## config.mk

```make
export PLATFORM = sky130hd
export DESIGN_NAME = pci_target
export DESIGN_NICKNAME = d
export VERILOG_FILES = /design/src/rtl/pci_target.sv
export SDC_FILE = /design/constraint.sdc
export NUM_CORES = 1
export LEC_CHECK = 0
export CORE_ASPECT_RATIO = 1.2
export CORE_UTILIZATION = 30
export DETAILED_ROUTE_END_ITERATION = 6
export MAX_ROUTING_LAYER = met4
export PLACE_DENSITY = 0.46
export SYNTH_ARGS = -nofsm -noshare
export SYNTH_HDL_FRONTEND = slang
export SYNTH_SLANG_ARGS = --single-unit
```

## constraint.sdc

```tcl
create_clock -name clk -period 6.6 [get_ports clk]
set_input_delay 1.32 -clock clk [delete_from_list [all_inputs] [get_ports clk]]
set_output_delay 1.32 -clock clk [all_outputs]
set_load 0.01 [all_outputs]
```

## src/rtl/pci_target.sv

```systemverilog
// -----------------------------------------------------------------------------
// pci_target
//   Minimal 32-bit PCI memory target. It decodes a fixed 32-byte window
//   at BASE_ADDR for memory read (0110) and memory write (0111) commands,
//   backs it with MEM_WORDS words of storage, and supports linear bursts
//   that wrap inside the window. WAIT_STATES extra cycles are inserted
//   before the first TRDY_N of every transaction.
//
// Ports
//   clk       rising-edge clock
//   rst_n     asynchronous active-low reset (also clears the storage)
//   FRAME_N   initiator FRAME, active-low
//   IRDY_N    initiator ready, active-low
//   AD_IN     address/data as driven by the initiator
//   C_BE_N    command (address phase) / byte enables, active-low (data phase)
//   AD_OUT    read data, zero whenever not presenting a read word
//   AD_OE     high while this target owns the AD bus
//   DEVSEL_N  device select, active-low
//   TRDY_N    target ready, active-low
// -----------------------------------------------------------------------------
module pci_target #(
  parameter logic [31:0] BASE_ADDR   = 32'h0000_0100,
  parameter int          MEM_WORDS   = 8,
  parameter int          WAIT_STATES = 0
) (
  input  logic        clk,
  input  logic        rst_n,
  input  logic        FRAME_N,
  input  logic        IRDY_N,
  input  logic [31:0] AD_IN,
  input  logic [3:0]  C_BE_N,
  output logic [31:0] AD_OUT,
  output logic        AD_OE,
  output logic        DEVSEL_N,
  output logic        TRDY_N
);

  localparam int IW  = $clog2(MEM_WORDS);
  localparam int WCW = (WAIT_STATES < 2) ? 1 : $clog2(WAIT_STATES + 1);

  // Reads need one extra WAIT cycle for the AD turnaround; writes do not.
  localparam logic [WCW-1:0] RD_WAIT = WCW'(WAIT_STATES);
  localparam logic [WCW-1:0] WR_WAIT = (WAIT_STATES > 0) ? WCW'(WAIT_STATES - 1) : '0;

  localparam logic [3:0] CMD_MEM_RD = 4'b0110;
  localparam logic [3:0] CMD_MEM_WR = 4'b0111;

  typedef enum logic [1:0] {
    S_IDLE,
    S_WAIT,
    S_DATA,
    S_TURN
  } state_t;

  state_t          state_q, state_d;
  logic            frame_prev_q;
  logic [IW-1:0]   idx_q, idx_d;
  logic            rd_q, rd_d;
  logic [WCW-1:0]  wcnt_q, wcnt_d;
  logic            mem_we;
  logic [31:0]     mem_q [MEM_WORDS];

  logic addr_phase;
  logic hit;

  // A new address phase is the falling edge of FRAME_N as seen on the clock.
  assign addr_phase = frame_prev_q & ~FRAME_N;
  assign hit        = (AD_IN[31:5] == BASE_ADDR[31:5]) &&
                      ((C_BE_N == CMD_MEM_RD) || (C_BE_N == CMD_MEM_WR));

  // ---------------------------------------------------------------------------
  // State register
  // ---------------------------------------------------------------------------
  always_ff @(posedge clk or negedge rst_n) begin
    if (!rst_n) begin
      state_q      <= S_IDLE;
      frame_prev_q <= 1'b1;
      idx_q        <= '0;
      rd_q         <= 1'b0;
      wcnt_q       <= '0;
    end else begin
      state_q      <= state_d;
      frame_prev_q <= FRAME_N;
      idx_q        <= idx_d;
      rd_q         <= rd_d;
      wcnt_q       <= wcnt_d;
    end
  end

  // ---------------------------------------------------------------------------
  // Next-state logic
  // ---------------------------------------------------------------------------
  always_comb begin
    state_d = state_q;
    idx_d   = idx_q;
    rd_d    = rd_q;
    wcnt_d  = wcnt_q;
    mem_we  = 1'b0;

    case (state_q)
      S_IDLE: begin
        if (addr_phase && hit) begin
          idx_d = AD_IN[IW+1:2];
          rd_d  = (C_BE_N == CMD_MEM_RD);
          if ((C_BE_N == CMD_MEM_WR) && (WAIT_STATES == 0)) begin
            state_d = S_DATA;
          end else begin
            state_d = S_WAIT;
            wcnt_d  = (C_BE_N == CMD_MEM_RD) ? RD_WAIT : WR_WAIT;
          end
        end
      end

      S_WAIT: begin
        if (FRAME_N && IRDY_N) begin
          state_d = S_TURN;            // initiator gave up before any data
        end else if (wcnt_q == '0) begin
          state_d = S_DATA;
        end else begin
          wcnt_d = wcnt_q - 1'b1;
        end
      end

      S_DATA: begin
        if (!IRDY_N) begin
          mem_we = ~rd_q;
          idx_d  = idx_q + 1'b1;       // power-of-two depth wraps naturally
          if (FRAME_N) begin
            state_d = S_TURN;
          end
        end else if (FRAME_N) begin
          state_d = S_TURN;            // abandoned while inserting waits
        end
      end

      S_TURN: begin
        state_d = S_IDLE;
      end

      default: begin
        state_d = S_IDLE;
      end
    endcase
  end

  // ---------------------------------------------------------------------------
  // Storage: cleared by reset, byte-lane masked writes
  // ---------------------------------------------------------------------------
  always_ff @(posedge clk or negedge rst_n) begin
    if (!rst_n) begin
      for (int i = 0; i < MEM_WORDS; i++) begin
        mem_q[i] <= '0;
      end
    end else if (mem_we) begin
      for (int b = 0; b < 4; b++) begin
        if (!C_BE_N[b]) begin
          mem_q[idx_q][8*b +: 8] <= AD_IN[8*b +: 8];
        end
      end
    end
  end

  // ---------------------------------------------------------------------------
  // Outputs decoded from registered state so reset clears them at once
  // ---------------------------------------------------------------------------
  logic active;
  assign active   = (state_q == S_WAIT) || (state_q == S_DATA);
  assign DEVSEL_N = ~active;
  assign TRDY_N   = ~(state_q == S_DATA);
  assign AD_OE    = active & rd_q;
  assign AD_OUT   = ((state_q == S_DATA) && rd_q) ? mem_q[idx_q] : '0;

endmodule

```

# ---- Word level (Yosys, flattened, before mapping)
# Index checks and enable logic that the tools add are counted.
dict set report op_classes {
  n_lt_le_gt_ge 2
  add_sub_neg 2
  mux 39
  n_bitwise 7
  n_reduce_logical 14
  eq_ne 12
}
# operator n
set ops {}
lappend ops {{$mux 256} 7}
lappend ops {{$bwmux 256} 4}
lappend ops {{$demux 32 s3} 4}
lappend ops {{$mux 32} 4}
lappend ops {{$bmux 32 s3} 1}
lappend ops {{$eq 27x4->1 const B} 1}
lappend ops {{$mux 24} 1}
lappend ops {{$mux 16} 1}
lappend ops {{$mux 2} 5}
lappend ops {{$ne 2x2->1 const B} 5}
lappend ops {{$eq 4x3->1 const B} 2}
lappend ops {{$mux 8} 1}
lappend ops {{$pmux 2 s4} 1}
lappend ops {{$mux 1} 6}
lappend ops {{$mux 3} 2}
lappend ops {{$pmux 3 s2} 1}
lappend ops {{$reduce_and 3->1} 2}
lappend ops {{$logic_and 1x1->1} 5}
lappend ops {{$eq 2x2->1 const B} 2}
lappend ops {{$ge 4x4->1 const B} 1}
lappend ops {{$lt 4x1->1 const B} 1}
lappend ops {{$not 1->1} 4}
lappend ops {{$not 3->4} 1}
lappend ops {{$reduce_and 4->1} 1}
lappend ops {{10 further kinds} 13}
dict set report word_totals {
  out_inout_bits 35
  reg_bits 264
  inputBits 40
}

# ---- Depth between registers and ports, before layout
# Gate-level depths: netlist of run 1.
dict set report depth {
  depth_word 16
  depth_mapped 9
}

# ---- Least setup slack after synthesis of run 1
# OpenSTA, ideal clock, no wires.
dict set report synth_path {
  kind {register -> output}
  startpoint {reg idx_q[1]}
  endpoint {out AD_OUT[6]}
  slack_ns 3.443
  arrival_time_ns 1.837
  path_buffers 3
  path_stages_with_launch 7
  t_required_ns 5.280
  path_cell_list {dfrtp_1 > buf_2 > nor3b_2 > buf_2 > buf_2 > a22oi_1 > a41oi_1}
}
dict set report synth_between {
  elab_chain_cells 5
}
# element line
set synth_rtl {}
lappend synth_rtl {{start, declared} 57} ;# logic [IW-1:0] idx_q, idx_d;
lappend synth_rtl {{start signal, assigned} 84} ;# idx_q <= idx_d;
lappend synth_rtl {{$not 3->4 (not written as such)} 171} ;# assign AD_OUT = ((state_q == S_DATA) && rd_q) ? mem_q[idx_q] : '0;
lappend synth_rtl {{$bmux 32 s3} 171}
lappend synth_rtl {{$mux 32 (not written as such) (2 in series)} 171}
lappend synth_rtl {{$mux 32} 171}
lappend synth_rtl {{end, declared} 32} ;# output logic [31:0] AD_OUT,
# Every way passes these cells. The select of a mux whose other input is x is not followed.

# ---- Worst setup path after layout of run 1
dict set report layout_path {
  startpoint {reg idx_q[0]}
  endpoint {out AD_OUT[24]}
}
# Same word-level chain as after synthesis.

==> results.sh, run 1 <==
export IMPL_drc=0
export IMPL_period_share=0.742
export IMPL_fp_dieW_um=183
export IMPL_grt_max_degree=122
export IMPL_dp_hpwl_um=20200
export IMPL_synth_compound_area_frac=0.113
export IMPL_drv_slew=0
export IMPL_final_instance_count_excl_fill=1437
export IMPL_grt_pass1_wl_um=51400
export IMPL_io_buffers=74
export IMPL_cts_buffer_depth=3
export IMPL_coreArea_um2=38700
export IMPL_syn_to_final_growth_pct=18.8
export IMPL_finalSetupViolations=0
export IMPL_timing_final_ws_setup_ps=1700
export IMPL_grt_total_usage=0.175
export IMPL_crit_required_ps=5280
export IMPL_cts_tree="done"
export IMPL_rsz0062_at_grt="false"
export IMPL_synth_top_family_by_area="multiplexers"
export IMPL_synth_edff_count=0
export IMPL_post_cts_buffers=0
export IMPL_initial_core_util=0.304
export IMPL_synth_top_area_share=0.556
export IMPL_place_area_um2=13200
export IMPL_met2_usage=0.289
export IMPL_wl_per_cell_um=23.0
export IMPL_ys_seq_area_frac=0.558
export IMPL_gp_congestion=0.748
export IMPL_synthMuxAreaShare=0.249
export IMPL_ys_ff_latch=263
export IMPL_grtUsageMet3=0.0272
export IMPL_reg2reg_to="mem_q[80]"
export IMPL_synthArstFlopShare=1.00
export IMPL_placedCellCount=1390
export IMPL_r2r_start="state_q[0]"
export IMPL_fin_tns_setup_ps=0
export IMPL_max_cap_viol_count=0
export IMPL_hold_violations=0
export IMPL_stdcell_area_um2=14000
export IMPL_fill_cells=3839
export IMPL_die_height_um=219
export IMPL_yosysWarnings=0
export IMPL_top_usage_layer="met2"
export IMPL_ctsRootBufferMaster="clkbuf_16"
export IMPL_vias=7487
export IMPL_fin_worst_skew_ps=11.6
export IMPL_syn_inst=821
export IMPL_whs_path_depth=1
export IMPL_ys_top_cells_by_count="dfrtp_1, mux2_2, a22oi_1, nand2_4, a31oi_1"
export IMPL_antenna_found_initial=1
export IMPL_yosys_area_top_type="dfrtp_1"
export IMPL_dpl_worst_slack_ps=2230
export IMPL_cp_max_fo=21
export IMPL_grt_pass1_vias=8075
export IMPL_powerDensity_nw_per_um2=379
export IMPL_post_cts_resized=0
export IMPL_critical_path_class="flop to output port"
export IMPL_holdCritStartpoint="mem_q[80]"
export IMPL_globalRouteMet1Util=0.224
export IMPL_r2r_slack_ps=3730
export IMPL_h_tree_depth=1
export IMPL_die_area_um2=40100
export IMPL_post_drt_via_cell_ratio=5.21
export IMPL_p_total_mw=5.32
export IMPL_synth_fp_nets=866
export IMPL_tightest_slew_ps=1040
export IMPL_syn_cell_area_um2=11800
export IMPL_worstHoldPathType="flop to flop"
export IMPL_ff2ff_path_depth=7
export IMPL_crit_path_end_kind="output port"
export IMPL_numCtsBuffers=29
export IMPL_synth_most_common_cell="dfrtp_1"
export IMPL_avgSynthCellArea_um2=14.4
export IMPL_postCtsHoldBufs=0
export IMPL_ys_types=42
export IMPL_status="complete, no violations"
export IMPL_clk_latency_ps=550
export IMPL_dr_first_iter_drc_count=380
export IMPL_yosys_area_share_simple=0.0566
export IMPL_leakage_nw=6.60
export IMPL_ys_top_cells_by_area="dfrtp_1, mux2_2, a22oi_1, nand2_4, a221oi_1"
export IMPL_irDropWorstVdd_mv=0.177
export IMPL_max_slew_margin=0.306
export IMPL_path_clk_slew_ps=60
export IMPL_max_freq_mhz=204
export IMPL_synth_top_flop_cell="dfrtp_1"
export IMPL_cp_start_kind="flop"
export IMPL_cts_sinks=263
export IMPL_ant_nets=0
export IMPL_fin_crit_ps=4900
export IMPL_synth_adder_area_share=0.00531
export IMPL_min_to="mem_q[80]"
export IMPL_synth_xor_area_share=0
export IMPL_arrival_ps=3580
export IMPL_gr_total_overflow=0
export IMPL_nets=940
export IMPL_num_io_pins=75
export IMPL_drive_gt1_frac=0.384
export IMPL_wirelength_um=33100
export IMPL_drtPass1Iterations=4
export IMPL_rows=79
## cells by family after synthesis
logic type / after synthesis
adders and majority gates: 5
muxes: 261
buffers and inverters: 49
AOI/OAI and AO/OA: 173
DFF: 263
and+or+nand+nor: 70
## sequential cells by signal, indices dropped and copies added, names as in the netlist
signal / count
mem_q: 256
idx_q: 3
state_q: 2
frame_prev_q: 1
rd_q: 1
## worst max path at each step
stage | endpoint | cells past startpoint | startpoint
finish | AD_OUT[24] | 6 | idx_q[0]
global route | AD_OUT[27] | 6 | idx_q[0]
CTS | AD_OUT[15] | 6 | idx_q[0]
detailed placement | AD_OUT[15] | 6 | idx_q[0]
global placement | AD_OUT[5] | 6 | idx_q[0]
floorplan | AD_OUT[6] | 6 | idx_q[1]
## layout by cell type (no fill, tap or decap), types with 21 or more instances in the layout
master / netlist / final
clkdlybuf4s50_1: 0 / 73
a31oi_1: 25 / 25
a221oi_1: 22 / 22
a22oi_1: 86 / 86
a22o_1: 21 / 21
clkbuf_16: 0 / 29
mux2_2: 253 / 253
dfrtp_1: 262 / 262
nand2_4: 32 / 32
## metrics by stage
step                utilization  hold WS, ps
floorplan                     -          464
global placement          0.340          477
detailed placement        0.340          483
CTS                       0.362          497
global route              0.362          513
finish                    0.362          493
## layer usage
| layer | wire length (um) | part of all wire |
|---|---|---|
| met1 | 15000 | 0.45 |
| met2 | 16300 | 0.49 |
| met3 | 1290 | 0.039 |
| met4 | 476 | 0.014 |
| met5 | 0 | 0 |
## cell type report
cell class / instances / area, um^2 / area share
clock buffer: 46 / 850 / 0.0606
timing repair buffer: 87 / 868 / 0.0620
multi-input combinational: 509 / 5030 / 0.359
antenna: 1 / 2.50 / 0.000179
inverter: 5 / 18.8 / 0.00134
tap: 526 / 658 / 0.0470
sequential: 263 / 6580 / 0.470
## report_power, final
group | switching [mW] | leakage [nW] | internal (mW) | total [mW]
logic | 0.724 | 2.65 | 0.641 | 1.37
clock network | 0.629 | 0.414 | 0.866 | 1.50
registers | 0.297 | 3.53 | 2.16 | 2.46
total | 1.65 | 6.60 | 3.67 | 5.32
## worst max-delay path, stage by stage, from the launching register on
cell and delay [ps]:
dfrtp_1 660, nand2_1 180, nor2_4 700, buf_4 430, a22oi_1 150, a41oi_1 290
clkdlybuf4s50_1 600
(Power assumes the default switching activity.)
==> inputs of run 2 (changes only) <==
--- a/config.mk
+++ b/config.mk
@@ -9,7 +9,7 @@
 export CORE_UTILIZATION = 30
 export DETAILED_ROUTE_END_ITERATION = 6
 export MAX_ROUTING_LAYER = met4
-export PLACE_DENSITY = 0.46
+export PLACE_DENSITY = 0.48
 export SYNTH_ARGS = -nofsm -noshare
 export SYNTH_HDL_FRONTEND = slang
 export SYNTH_SLANG_ARGS = --single-unit
==> constraint.sdc (replaced) <==
create_clock -name clk -period 3.9 [get_ports clk]
set_input_delay 0.78 -clock clk [delete_from_list [all_inputs] [get_ports clk]]
set_output_delay 0.78 -clock clk [all_outputs]
set_load 0.01 [all_outputs]
==> results.sh, run 2 (synthesized netlist as in run 1, its figures left out) <==
export IMPL_period_share=0.936
export IMPL_rows=79
export IMPL_seqCellArea_um2=6590
export IMPL_sw_frac_of_total=0.302
export IMPL_wirelength_um=32800
export IMPL_drc=0
export IMPL_grt_total_usage=0.173
export IMPL_initial_core_util=0.304
export IMPL_p_comb_frac=0.252
export IMPL_final_common_cell="dfrtp_1"
export IMPL_worstHoldPathType="primary input to asynchronous set/reset pin"
export IMPL_arrival_ps=2870
export IMPL_coreArea_um2=38700
export IMPL_die_area_um2=40100
export IMPL_fin_crit_ps=3650
export IMPL_fin_worst_skew_ps=24.5
export IMPL_antenna_found_initial=0
export IMPL_cts_sinks=263
export IMPL_regMostFlops="mem_q"
export IMPL_cts_tree="done"
export IMPL_cp_top_family="buffers and inverters"
export IMPL_cpMaxStageDelayCell="clkdlybuf4s50_1"
export IMPL_p_total_mw=9.57
export IMPL_num_antenna_cells=0
export IMPL_post_drt_via_cell_ratio=5.12
export IMPL_cp_cell_sequence="nor3b_4, buf_4, a22o_1, a221oi_1, a31oi_1, clkdlybuf4s50_1"
export IMPL_dp_hpwl_um=20800
export IMPL_ctsRootBufferMaster="clkbuf_16"
export IMPL_vias=7466
export IMPL_internal_power_mw=6.67
export IMPL_reg2reg_to="mem_q[112]"
export IMPL_fin_tns_setup_ps=0
export IMPL_max_cap_viol_count=0
export IMPL_die_height_um=219
export IMPL_fill_cells=3792
export IMPL_crit_path_end="AD_OUT[29]"
export IMPL_gr_total_overflow=0
export IMPL_h_tree_depth=1
export IMPL_ant_nets=0
export IMPL_tightest_slew_ps=719
export IMPL_cp_buffers_inverters=2
export IMPL_p_clk_frac=0.313
export IMPL_drv_slew=0
export IMPL_grt_pass1_wl_um=50400
export IMPL_slowest_delay_ps=590
export IMPL_max_freq_mhz=274
export IMPL_postCtsHoldBufs=0
export IMPL_io_buffers=74
export IMPL_grt_pass1_vias=7923
export IMPL_wl_per_cell_um=22.5
export IMPL_cp_depth=6
export IMPL_power_frac_seq=0.435
export IMPL_crit_path_end_kind="output port"
export IMPL_grt_max_degree=73
export IMPL_numCtsBuffers=29
export IMPL_critPathLaunch="idx_q[0]"
export IMPL_finalSetupViolations=0
export IMPL_crit_required_ps=3120
export IMPL_max_slew_margin=0.521
export IMPL_syn_to_final_growth_pct=22.2
export IMPL_cts_buffer_depth=3
export IMPL_cp_start_kind="flop"
export IMPL_ff2ff_path_depth=7
export IMPL_r2r_slack_ps=970
export IMPL_gp_congestion=0.746
export IMPL_top_regs="mem_q: 256 flops, idx_q: 3 flops, state_q: 2 flops"
export IMPL_nets=955
export IMPL_leakage_nw=6.79
export IMPL_status="complete, no violations"
export IMPL_irDropWorstVdd_mv=0.320
export IMPL_path_clk_slew_ps=60
export IMPL_cp_max_fo=23
export IMPL_netSwitchingPower_mw=2.89
export IMPL_drive_gt1_frac=0.412
export IMPL_dr_first_iter_drc_count=400
export IMPL_drtPass1Iterations=6
export IMPL_fp_dieW_um=183
export IMPL_critical_path_class="flop to output port"
export IMPL_r2r_start="state_q[0]"
export IMPL_clk_latency_ps=560
export IMPL_multi_input_area_um2=5030
export IMPL_final_cell_mix="dfrtp_1, mux2_2, a22oi_1"
export IMPL_hold_violations=0
export IMPL_num_io_pins=75
export IMPL_largest_register_ffs=256
export IMPL_rsz0062_at_grt="false"
export IMPL_powerDensity_nw_per_um2=664
-- run 2: what timing repair did --
| action | in CTS | in global routing |
|---|---|---|
| gates resized for setup | 1 | 2 |
| cloned | 0 | 0 |
| buffers inserted | 0 | 0 |
| setup endpoints to repair | 1 | 13 |
-- run 2: power by group through the flow --
stage | Sequential (mW) | Clock [mW] | Combinational [mW]
final | 4.17 | 2.99 | 2.41
after CTS | 4.16 | 3.08 | 2.45
after floorplan | 4.01 | 0 | 1.69
after detailed placement | 4.21 | 0 | 2.44
after global placement | 4.18 | 0 | 2.41
after global routing | 4.28 | 3.18 | 2.61
-- run 2: per-stage QoR --
step	setup slack, ps	util	hold WS (ps)	cell area (um^2)	cells
6_report	251	0.372	169	14400	1459
5_1_grt	108	0.372	223	14400	1459
4_1_cts	41.0	0.372	201	14400	1459
3_5_place_dp	478	0.344	484	13300	1405
3_3_place_gp	453	0.344	477	13300	1405
2_1_floorplan	1280	-	464	11800	821
-- run 2: final cells by class --
cell class / count / area share
timing repair buffer: 102 / 0.0733
clock inverter: 15 / 0.0149
multi-input combinational: 509 / 0.349
sequential: 263 / 0.457
clock buffer: 39 / 0.0585
inverter: 5 / 0.00130
tap: 526 / 0.0457
-- run 2: how the worst min path moves through the flow --
| stage | end | slack (ps) | cells after the start |
|---|---|---|---|
| finish | mem_q[135] | 170 | 1 |
| CTS | mem_q[135] | 200 | 1 |
| global route | mem_q[135] | 220 | 1 |
| detailed placement | mem_q[112] | 480 | 1 |
| global placement | mem_q[208] | 480 | 1 |
| floorplan | mem_q[112] | 460 | 1 |
-- run 2: per-layer routing --
layer  share of wire  GRT usage  vias up  wire, um
met3           0.030     0.0204       47       969
met5               0          -        -         0
met1            0.47      0.231     3944     15400
met4           0.026     0.0564        0       843
met2            0.47      0.272      125     15600
li1                -          -     3350         -
-- run 2: worst register-to-register path: stages, from the launching register on --
cell,delay [ps]
dfrtp_1,400
inv_1,110
ha_1,420
inv_1,250
or3_1,710
nor2_8,380
nand2_4,180
mux2_1,340
